--- src/rtl/vram_pkg.sv ---
// ---------------------------------------------------------------------------
// vram_pkg
// Shared definitions for the video-memory arbiter:
//   - default address/data widths
//   - arbiter FSM state encoding
//   - read-return requester tags
//   - saturation limit of the starvation counter and a 16-bit saturating
//     increment used by the optional statistics counters
// ---------------------------------------------------------------------------
package vram_pkg;

    localparam int ADDR_W_DEF = 24;
    localparam int DATA_W_DEF = 16;

    localparam logic [1:0] ST_IDLE          = 2'd0;
    localparam logic [1:0] ST_ISSUE_VGA     = 2'd1;
    localparam logic [1:0] ST_ISSUE_CORE_RD = 2'd2;
    localparam logic [1:0] ST_ISSUE_CORE_WR = 2'd3;

    typedef enum logic [1:0] {
        IDLE          = ST_IDLE,
        ISSUE_VGA     = ST_ISSUE_VGA,
        ISSUE_CORE_RD = ST_ISSUE_CORE_RD,
        ISSUE_CORE_WR = ST_ISSUE_CORE_WR
    } arb_state_t;

    localparam logic TAG_VGA  = 1'b0;
    localparam logic TAG_CORE = 1'b1;

    localparam logic [3:0] WAIT_SAT = 4'd15;

    function automatic logic [15:0] sat_inc16(input logic [15:0] v);
        return (v == 16'hFFFF) ? v : v + 16'd1;
    endfunction

endpackage

--- src/rtl/vram_arb_pick.sv ---
// ---------------------------------------------------------------------------
// vram_arb_pick
// Priority selection between the VGA and core requesters plus the core
// starvation counter. VGA wins by default; the core wins when VGA is idle or
// after MAX_CORE_WAIT consecutive VGA grants while the core was waiting.
//
// Ports:
//   clk, reset  - system clock, synchronous active-high reset
//   vga_req     - VGA request pending
//   core_req    - core request pending
//   grant_vga   - VGA is issued this cycle (combinational)
//   grant_core  - core is issued this cycle (combinational)
// ---------------------------------------------------------------------------
module vram_arb_pick
    import vram_pkg::*;
#(
    parameter int MAX_CORE_WAIT = 4
) (
    input  logic clk,
    input  logic reset,
    input  logic vga_req,
    input  logic core_req,
    output logic grant_vga,
    output logic grant_core
);

    localparam logic [3:0] MAX_WAIT = 4'(MAX_CORE_WAIT);

    logic [3:0] wait_cnt;
    logic       starved;

    assign starved    = (wait_cnt >= MAX_WAIT);
    assign grant_core = core_req && (!vga_req || starved);
    assign grant_vga  = vga_req && !grant_core;

    // Counts VGA grants that went ahead of a waiting core request.
    always_ff @(posedge clk) begin
        if (reset) begin
            wait_cnt <= 4'd0;
        end else if (!core_req || grant_core) begin
            wait_cnt <= 4'd0;
        end else if (grant_vga && (wait_cnt != WAIT_SAT)) begin
            wait_cnt <= wait_cnt + 4'd1;
        end
    end

endmodule

--- src/rtl/vram_arbiter.sv ---
// ---------------------------------------------------------------------------
// vram_arbiter
// Arbitrates VGA pixel-fetch reads and core reads/writes onto one
// single-port synchronous RAM (1-cycle read latency). One access per cycle;
// the ack pulse and the registered RAM drive appear in the same cycle.
// Read data is returned one cycle after issue, steered by a requester tag.
//
// Ports:
//   clk, reset                   - system clock, synchronous active-high reset
//   vga_req/vga_addr             - VGA read request (held until vga_ack)
//   vga_ack                      - VGA request issued to RAM
//   vga_rvalid/vga_rdata         - VGA read return (rdata holds otherwise)
//   core_req/core_we/core_addr/core_wdata - core request (held until core_ack)
//   core_ack                     - core request issued to RAM
//   core_rvalid/core_rdata       - core read return (reads only)
//   mem_addr/mem_we/mem_wdata    - registered RAM drive
//   mem_rdata                    - RAM read data, valid the cycle after issue
//   stat_core_stall, stat_forced - only with VRAM_ARB_STATS_EN defined
//
// Build option: define VRAM_ARB_STATS_EN to add the core stall and
// forced-grant statistics counters.
//
// state         | meaning
// --------------+-----------------------------------------------
// IDLE          | no access issued this cycle
// ISSUE_VGA     | VGA read on the RAM bus this cycle
// ISSUE_CORE_RD | core read on the RAM bus this cycle
// ISSUE_CORE_WR | core write on the RAM bus this cycle (mem_we=1)
// ---------------------------------------------------------------------------
module vram_arbiter
    import vram_pkg::*;
#(
    parameter int ADDR_W        = ADDR_W_DEF,
    parameter int DATA_W        = DATA_W_DEF,
    parameter int MAX_CORE_WAIT = 4
) (
    input  logic              clk,
    input  logic              reset,
    input  logic              vga_req,
    input  logic [ADDR_W-1:0] vga_addr,
    output logic              vga_ack,
    output logic              vga_rvalid,
    output logic [DATA_W-1:0] vga_rdata,
    input  logic              core_req,
    input  logic              core_we,
    input  logic [ADDR_W-1:0] core_addr,
    input  logic [DATA_W-1:0] core_wdata,
    output logic              core_ack,
    output logic              core_rvalid,
    output logic [DATA_W-1:0] core_rdata,
    output logic [ADDR_W-1:0] mem_addr,
    output logic              mem_we,
    output logic [DATA_W-1:0] mem_wdata,
    input  logic [DATA_W-1:0] mem_rdata
`ifdef VRAM_ARB_STATS_EN
    ,
    output logic [15:0]       stat_core_stall,
    output logic [15:0]       stat_forced
`endif
);

    arb_state_t        state;
    logic              grant_vga;
    logic              grant_core;
    logic              ret_valid;
    logic              ret_tag;
    logic [DATA_W-1:0] vga_rdata_q;
    logic [DATA_W-1:0] core_rdata_q;

    vram_arb_pick #(
        .MAX_CORE_WAIT (MAX_CORE_WAIT)
    ) u_pick (
        .clk        (clk),
        .reset      (reset),
        .vga_req    (vga_req),
        .core_req   (core_req),
        .grant_vga  (grant_vga),
        .grant_core (grant_core)
    );

    always_ff @(posedge clk) begin
        if (reset) begin
            state     <= IDLE;
            vga_ack   <= 1'b0;
            core_ack  <= 1'b0;
            mem_addr  <= '0;
            mem_we    <= 1'b0;
            mem_wdata <= '0;
            ret_valid <= 1'b0;
            ret_tag   <= TAG_VGA;
        end else begin
            vga_ack  <= grant_vga;
            core_ack <= grant_core;
            mem_we   <= grant_core && core_we;

            if (grant_vga) begin
                state    <= ISSUE_VGA;
                mem_addr <= vga_addr;
            end else if (grant_core) begin
                state     <= core_we ? ISSUE_CORE_WR : ISSUE_CORE_RD;
                mem_addr  <= core_addr;
                mem_wdata <= core_wdata;
            end else begin
                state <= IDLE;
            end

            // The state register is the issue stage; this stage lines up with
            // the RAM's read output one cycle later.
            ret_valid <= (state == ISSUE_VGA) || (state == ISSUE_CORE_RD);
            ret_tag   <= (state == ISSUE_VGA) ? TAG_VGA : TAG_CORE;
        end
    end

    assign vga_rvalid  = ret_valid && (ret_tag == TAG_VGA);
    assign core_rvalid = ret_valid && (ret_tag == TAG_CORE);

    // RAM data is only valid during the return cycle, so it is passed
    // straight through then and captured for holding afterwards.
    always_ff @(posedge clk) begin
        if (reset) begin
            vga_rdata_q  <= '0;
            core_rdata_q <= '0;
        end else begin
            if (vga_rvalid)  vga_rdata_q  <= mem_rdata;
            if (core_rvalid) core_rdata_q <= mem_rdata;
        end
    end

    assign vga_rdata  = vga_rvalid  ? mem_rdata : vga_rdata_q;
    assign core_rdata = core_rvalid ? mem_rdata : core_rdata_q;

`ifdef VRAM_ARB_STATS_EN
    // A core grant while VGA is still requesting can only be starvation-forced.
    always_ff @(posedge clk) begin
        if (reset) begin
            stat_core_stall <= 16'd0;
            stat_forced     <= 16'd0;
        end else begin
            if (core_req && !grant_core) stat_core_stall <= sat_inc16(stat_core_stall);
            if (grant_core && vga_req)   stat_forced     <= sat_inc16(stat_forced);
        end
    end
`endif

endmodule

--- config.mk ---
export PLATFORM = sky130hd
export DESIGN_NAME = vram_arbiter
export DESIGN_NICKNAME = d
export VERILOG_FILES = /design/src/rtl/vram_pkg.sv /design/src/rtl/vram_arb_pick.sv /design/src/rtl/vram_arbiter.sv
export SDC_FILE = /design/constraint.sdc
export NUM_CORES = 1
export LEC_CHECK = 0
export CAP_MARGIN = 20
export CORE_ASPECT_RATIO = 2
export CORE_MARGIN = 10
export CORE_UTILIZATION = 30
export DETAILED_ROUTE_END_ITERATION = 10
export DONT_BUFFER_PORTS = 1
export PLACE_DENSITY = 0.45
export REMOVE_ABC_BUFFERS = 1
export SYNTH_ARGS = -nofsm -noshare
export SYNTH_HDL_FRONTEND = slang
export SYNTH_SLANG_ARGS = --single-unit
--- constraint.sdc ---
create_clock -name clk -period 2.1 [get_ports clk]
set_clock_uncertainty 0.15 [all_clocks]
set_input_delay 0.42 -clock clk [delete_from_list [all_inputs] [get_ports clk]]
set_output_delay 0.42 -clock clk [all_outputs]
set_load 0.03 [all_outputs]
==> results of run 1 <==
power breakdown:
part,internal [W],switching (W)
sequential,0.00166,0.000173
combinational,0.000168,0.000230
clock,0.00104,0.000609
synthesized netlist by cell type, drive strengths merged:
cell type / number / area share [%]
nor3b: 2 / 0.60
nand2: 3 / 0.64
conb: 1 / 0.11
buf: 15 / 3.1
ha: 2 / 0.75
and3b: 1 / 0.26
or3b: 1 / 0.26
nor2: 5 / 0.56
dfxtp: 83 / 50
nand3b: 1 / 0.23
a211oi: 24 / 5.4
mux2i: 24 / 7.2
o21ai: 17 / 2.5
nor2b: 34 / 6.4
nor4b: 2 / 0.53
nor3: 24 / 3.6
inv: 3 / 0.34
a22oi: 1 / 0.23
mux2: 32 / 11
a21oi: 16 / 2.4
clkbuf: 14 / 1.7
nand3: 16 / 2.4
nor4: 1 / 0.19
registers in the layout, indices dropped and copies added (netlist names):
signal / count
state: 2
ret_tag: 1
core_ack: 1
vga_rdata_q: 16
core_rdata_q: 16
mem_wdata: 16
mem_we: 1
mem_addr: 24
u_pick.wait_cnt: 4
ret_valid: 1
vga_ack: 1
cells in the final DEF, fill, tap and decap left out, drive strengths merged:
cell         count
dlygate4sd3     10
a211oi          24
clkinvlp         3
mux2            32
nor4b            2
nor3            24
or3b             1
dfxtp           83
bufinv           2
a21oi           16
nand3b           1
ha               2
and3b            1
inv              3
nor2b           34
a22oi            1
buf              5
conb             1
mux2i           24
nand2            3
nor4             1
nor3b            2
o21ai           17
clkbuf           9
clkinv           2
nand3           16
nor2             5
stage by stage:
| stage | std cells | total power, W | hold slack, ns | worst slack (ns) | area (µm²) |
|---|---|---|---|---|---|
| global placement | 438 | 0.002225 | 0.3503 | 0.3560 | 3423 |
| floorplan | 293 | 0.002137 | 0.3367 | -0.4626 | 3177 |
| CTS | 461 | 0.003924 | 0.00005418 | -0.005783 | 3815 |
| detailed placement | 438 | 0.002228 | 0.3538 | 0.3531 | 3423 |
| finish | 464 | 0.003880 | 0.03071 | 0.05114 | 3914 |
| global route | 464 | 0.004052 | -0.005703 | -0.03290 | 3914 |
layer usage:
metal | GRT usage [%] | share of wire [%]
met1 | 12.74 | 37
met2 | 19.87 | 49
met3 | 6.956 | 13
met4 | 3.927 | 1.3
met5 | 0 | 0
logic make-up after synthesis:
kind of cell               count (synthesis)  share of synthesized area (%)
and+or+nand+nor                           90                          15.64
other                                      1                         0.1124
AOI/OAI and AO/OA                         58                          10.57
DFF                                       83                          49.79
muxes                                     56                          18.00
adders and majority gates                  2                         0.7498
buffers and inverters                     32                          5.137
cell type report:
class,count,area (µm²)
clock inverter,7,92.59
clock buffer,9,225.2
inverter,3,11.26
multi-input combinational,207,1578
sequential,83,1662
timing repair buffer,15,170.2
fill,1073,6964
tap,140,175.2
path summary, 6_finish.rpt:
kind	start	end	slack [ns]	cells past startpoint
hold reg to reg	state[0]	ret_valid	0.38	2
setup / recovery	ret_valid	vga_rdata[5]	0.05	3
hold / removal	reset	mem_wdata[0]	0.03	1
setup reg to reg	ret_valid	vga_rdata_q[0]	0.55	4
worst register-to-register path, stage by stage, from the launching register on:
cell,delay (ns)
sky130_fd_sc_hd__dfxtp_1,0.36
sky130_fd_sc_hd__nor2b_2,0.18
sky130_fd_sc_hd__buf_8,0.22
sky130_fd_sc_hd__mux2_4,0.39
sky130_fd_sc_hd__nor2b_1,0.15
timing repair:
| action | CTS | global route |
|---|---|---|
| hold endpoints to repair | 10 | 2 |
| resized for setup | 1 | 18 |
| hold buffers | 7 | 3 |
| setup buffers | 0 | 0 |
| setup endpoints to repair | 27 | 32 |
==> impl_metrics.yaml, run 1 <==
run_status:
  run_status: "completed"
power:
  total_leakage_power_nw: 1.522
  ir_drop_v: 0.0003859
  power.density_cell_area_nw_per_um2: 991.4
route:
  detail_route.wl_per_cell_um: 21.69
  drtIter0Drc: 65
  detail_route.vias_per_cell: 5.101
  detail_route.drc_violations: 0
  detailroute.via_count: 2367
  drt_pre_antenna_iters: 4
  route.antenna.remaining_nets: 0
  drt_wl_total_um: 10060
timing:
  finalWorstPathRequiredPeriod_ns: 2.049
  count_of_endpoints_failing_hold_in_the_final_timing_report: 0
  final-max-slew-violation-count: 0
  totalNegativeSetupSlack_ns: 0
  setup-violations-final: 0
  maximum_clock_frequency_ghz: 0.4881
  period_share_pct: 97.56
  rsz0062_at_grt: "true"
floorplanning:
  fp-row-count: 54
  initial_util_pct: 30.68
  fp.dieH_um: 169.2
  die_x_um: 94.58
  boundaryPins: 162
  die_area_um2: 16000
  core_region_area_um2: 10880
logic_synthesis:
  synth-seq-area-share_pct: 49.79
  ys_warn_count: 0
  post_synth_num_cell_types: 30
  syn_inst: 322
  postSynthAreaPerCell_um2: 10.36
  yosys_register_bits: 83
  mappedNetlistArea_um2: 3337
worst_setup_path:
  path_cells: "nor2b_2, buf_8, mux2_4"
  worstSetupStartpointType: "flop"
  endpoint_kind: "output port"
  stage_delay_of_the_slowest_cell_on_the_critical_path_ns: 0.38
  cpLargestDelayFamily: "multiplexers"
  critPathArrivalTime_ns: 1.48
  cp_slowest_cell: "sky130_fd_sc_hd__mux2_4"
  worst_ep_required_time_ns: 1.53
  maximum_fanout_along_the_worst_path: 17
  timing.setup.critical_path_class: "flop to output port"
  timing.critical_path.buf_inv: 1
cts:
  clock_tree.buffer_depth: 2
  tritoncts.num_buffers: 9
  clock_insertion_delay_worst_skew_ns: 0.33
  cts_root_buffer: "sky130_fd_sc_hd__clkbuf_16"
  h_tree_lvls: 3
  cts_sinks: 83
  tritoncts: "built"
  cts.clk_slew.worst_paths_ns: 0.06
layout:
  finalCoreUtilization_pct: 35.98
  layout-drive-gt1-share_pct: 17.59
  areaGrowthSynthToFinish_pct: 17.29
  n_antenna_cell: 0
  nNetsFinal: 406
placement:
  gp_congestion: 0.7005
  buffer_ports.inserted: 0
  post-dp-hpwl_um: 6794
global_route:
  number_of_antenna_violations_at_the_first_check_in_global_routing: 0
  pin_count_of_the_biggest_net_entering_global_routing: 68
  grt_first_pass_wirelength_um: 15190
  grt_remaining_overflow: 0
  number_of_global_route_vias_before_repair: 2620
  grtUsageTotal_pct: 12.15
hold_path:
  worst_hold_path_type: "primary input to flop"
job:
  drv_cap: 0
Note: power is estimated with default switching activity, not from simulation.
==> run 2, diff against run 1 <==
--- a/config.mk
+++ b/config.mk
@@ -5,6 +5,7 @@
 export SDC_FILE = /design/constraint.sdc
 export NUM_CORES = 1
 export LEC_CHECK = 0
+export ABC_AREA = 1
 export CAP_MARGIN = 20
 export CORE_ASPECT_RATIO = 2
 export CORE_MARGIN = 10
==> run 2 against run 1 <==
Net effect: non-clock buffer count fell by 2; synthesized cell count rose by 53%; sequential power barely moved; global-route usage barely moved; final area rose by 4.7%; cell count rose by 38%; clock power fell by 4%; count of clock-buffer cells in the layout rose by 2; largest cell class unchanged; largest power group unchanged.
==> impl_metrics.yaml, run 2 <==
floorplanning:
  core_region_area_um2: 11630
  fp-row-count: 56
  initial_util_pct: 30.36
  die_x_um: 96.71
  die_area_um2: 16770
  boundaryPins: 162
  fp.dieH_um: 173.4
run_status:
  run_status: "completed"
logic_synthesis:
  ys_warn_count: 0
  postSynth.asyncResetShare_pct: 0
  ys_top_cells_by_count: "89 x sky130_fd_sc_hd__nor2_1, 85 x sky130_fd_sc_hd__nand2_1, 83 x sky130_fd_sc_hd__dfxtp_1"
  synthTopCellsByArea: "sky130_fd_sc_hd__dfxtp_1 47%, sky130_fd_sc_hd__nor2_1 9.5%, sky130_fd_sc_hd__nand2_1 9.0%"
  yosys_register_bits: 83
  yosys_most_used_dff: "sky130_fd_sc_hd__dfxtp_1"
  synthMostInstantiatedCell: "sky130_fd_sc_hd__nor2_1"
  post_synth_num_cell_types: 23
  synth_top_area_share_pct: 47.06
  synth_top_area_cell: "sky130_fd_sc_hd__dfxtp_1"
  synth_edf_count: 0
  mappedNetlistArea_um2: 3531
  synth-seq-area-share_pct: 47.06
  postSynthAreaPerCell_um2: 7.148
  syn_inst: 494
placement:
  buffer_ports.inserted: 0
  gp_congestion: 0.7856
  post-dp-hpwl_um: 7609
worst_setup_path:
  endpoint_of_the_most_critical_register_to_register_path: "mem_addr[15]"
  r2r_cells: 8
  r2r_setup_slk_ns: 0.65
  maximum_fanout_along_the_worst_path: 16
  endpoint_kind: "output port"
  regToRegStartpoint: "u_pick.wait_cnt[3]"
  cp_slowest_cell: "sky130_fd_sc_hd__dfxtp_1"
  critPathArrivalTime_ns: 1.49
  path_cells: "nand2_2, buf_4, o21ai_0, inv_2"
  stage_delay_of_the_slowest_cell_on_the_critical_path_ns: 0.39
  worstSetupStartpoint: "ret_tag"
  worst_ep_required_time_ns: 1.53
  timing.setup.critical_path_class: "flop to output port"
  worstSetupStartpointType: "flop"
timing:
  totalNegativeSetupSlack_ns: 0
  timing.max_slew.rel_slack_pct: 42.41
  period_share_pct: 97.93
  count_of_endpoints_failing_hold_in_the_final_timing_report: 0
  rsz0062_at_grt: "true"
  setup-violations-final: 0
  tightestPinTransition_ns: 0.8611
  finalWorstPathRequiredPeriod_ns: 2.056
  maximum_clock_frequency_ghz: 0.4863
  final-max-slew-violation-count: 0
hold_path:
  worst_hold_path_type: "primary input to flop"
  min_from: "reset"
  worstHoldPathCells: 1
  min_to: "core_rdata_q[13]"
global_route:
  number_of_antenna_violations_at_the_first_check_in_global_routing: 0
  global_route.usage.met1_pct: 12.83
  number_of_global_route_vias_before_repair: 2891
  global_route_met3_usage_pct: 4.471
  grt_remaining_overflow: 0
  globalRouteMet2Util_pct: 21.16
  grtUsageTotal_pct: 12.13
  pin_count_of_the_biggest_net_entering_global_routing: 59
  globalRoute.busiestLayer: "met2"
  grt_first_pass_wirelength_um: 16360
layout:
  layout-drive-gt1-share_pct: 21.82
  n_antenna_cell: 0
  finalCoreUtilization_pct: 35.23
  top_register: "mem_addr"
  largest_register_ffs: 24
  layout.cells.most_common: "sky130_fd_sc_hd__nor2_1"
  areaGrowthSynthToFinish_pct: 16.05
  nNetsFinal: 577
  final_cell_mix: "89 x sky130_fd_sc_hd__nor2_1, 85 x sky130_fd_sc_hd__nand2_1, 82 x sky130_fd_sc_hd__dfxtp_1, 50 x sky130_fd_sc_hd__nand3_1, 34 x sky130_fd_sc_hd__inv_2"
job:
  drv_cap: 0
cts:
  cts.clk_slew.worst_paths_ns: 0.06
  cts_root_buffer: "sky130_fd_sc_hd__clkbuf_16"
  clock_insertion_delay_worst_skew_ns: 0.33
  tritoncts: "built"
  tritoncts.num_buffers: 9
  cts_sinks: 83
  h_tree_lvls: 3
  clock_tree.buffer_depth: 2
power:
  design_power_total_w: 0.003997
  ir_drop_v: 0.0003795
  total_leakage_power_nw: 2.114
  power.density_cell_area_nw_per_um2: 975.4
route:
  drtIter0Drc: 98
  drt_pre_antenna_iters: 4
  detail_route.vias_per_cell: 4.539
  detail_route.drc_violations: 0
  drt_wl_total_um: 10470
  route.antenna.remaining_nets: 0
  detail_route.wl_per_cell_um: 16.36
  detailroute.via_count: 2905
-- run 2: cell count changes in the layout (fill, tap and decap cells not counted), sizes merged, moves of 34 or more --
cell / before / now
nand3: 16 / 50
nand2: 3 / 87
inv: 3 / 68
nor2: 5 / 91
nor2b: 34 / 0
-- run 2: worst max-delay path by stage --
stage,slack (ns),to
2_1_floorplan,0.22,vga_rdata[0]
3_3_place_gp,0.27,vga_rdata[10]
3_5_place_dp,0.24,vga_rdata[9]
4_1_cts,0.0004,vga_rdata[1]
5_1_grt,-0.08,core_rdata[1]
6_report,0.04,core_rdata[11]
-- run 2: worst max-delay path, delay by kind of cell, from the launching register on --
| family | cells | cell delay (ns) |
|---|---|---|
| simple gates | 1 | 0.08 |
| flops | 1 | 0.39 |
| buf+inv | 2 | 0.36 |
| compound gates | 1 | 0.33 |
-- run 2: kinds of logic after synthesis --
kind of cell               share of synthesized area, %
and+or+nand+nor                                   32.46
buffers and inverters                             12.12
DFF                                               47.06
AOI/OAI and AO/OA                                 7.548
adders and majority gates                        0.7086
other                                            0.1062
-- run 2: layer usage --
metal | part of all wire [%] | up-vias
met4 | 1.2 | 0
met3 | 7.4 | 5
met5 | 0 | -
li1 | - | 1495
met1 | 38 | 1294
met2 | 54 | 111
-- run 2: per-stage QoR --
| stage | std cells | instance area, µm² | worst slack [ns] | hold slack [ns] |
|---|---|---|---|---|
| 6_report | 640 | 4098 | 0.04357 | 0.03685 |
| 5_1_grt | 640 | 4098 | -0.08180 | 0.01056 |
| 4_1_cts | 638 | 3998 | 0.0004027 | 0.0008923 |
| 3_5_place_dp | 619 | 3625 | 0.2391 | 0.3443 |
| 3_3_place_gp | 619 | 3625 | 0.2743 | 0.3220 |
| 2_1_floorplan | 466 | 3358 | 0.2152 | 0.3135 |
-- run 2: cell type report --
class,instances,area (µm²)
timing repair buffer,13,148.9
tap,145,181.4
clock inverter,5,62.56
fill,1285,7533
sequential,83,1663
clock buffer,11,232.7
inverter,68,259.0
multi-input combinational,315,1550
-- run 2: what timing repair did --
| action | CTS | global route |
|---|---|---|
| gates cloned | 0 | 0 |
| hold buffers | 2 | 2 |
| endpoints found under the setup margin | 26 | 32 |
| gates resized for setup | 50 | 21 |
| hold endpoints to repair | 22 | 2 |
| buffers inserted | 1 | 0 |
-- run 2: report_power, final --
part / internal [W] / leakage [nW] / switching (W)
clock: 0.000929 / 0.136 / 0.000642
combinational: 0.000185 / 1.29 / 0.000393
sequential: 0.00168 / 0.683 / 0.000171
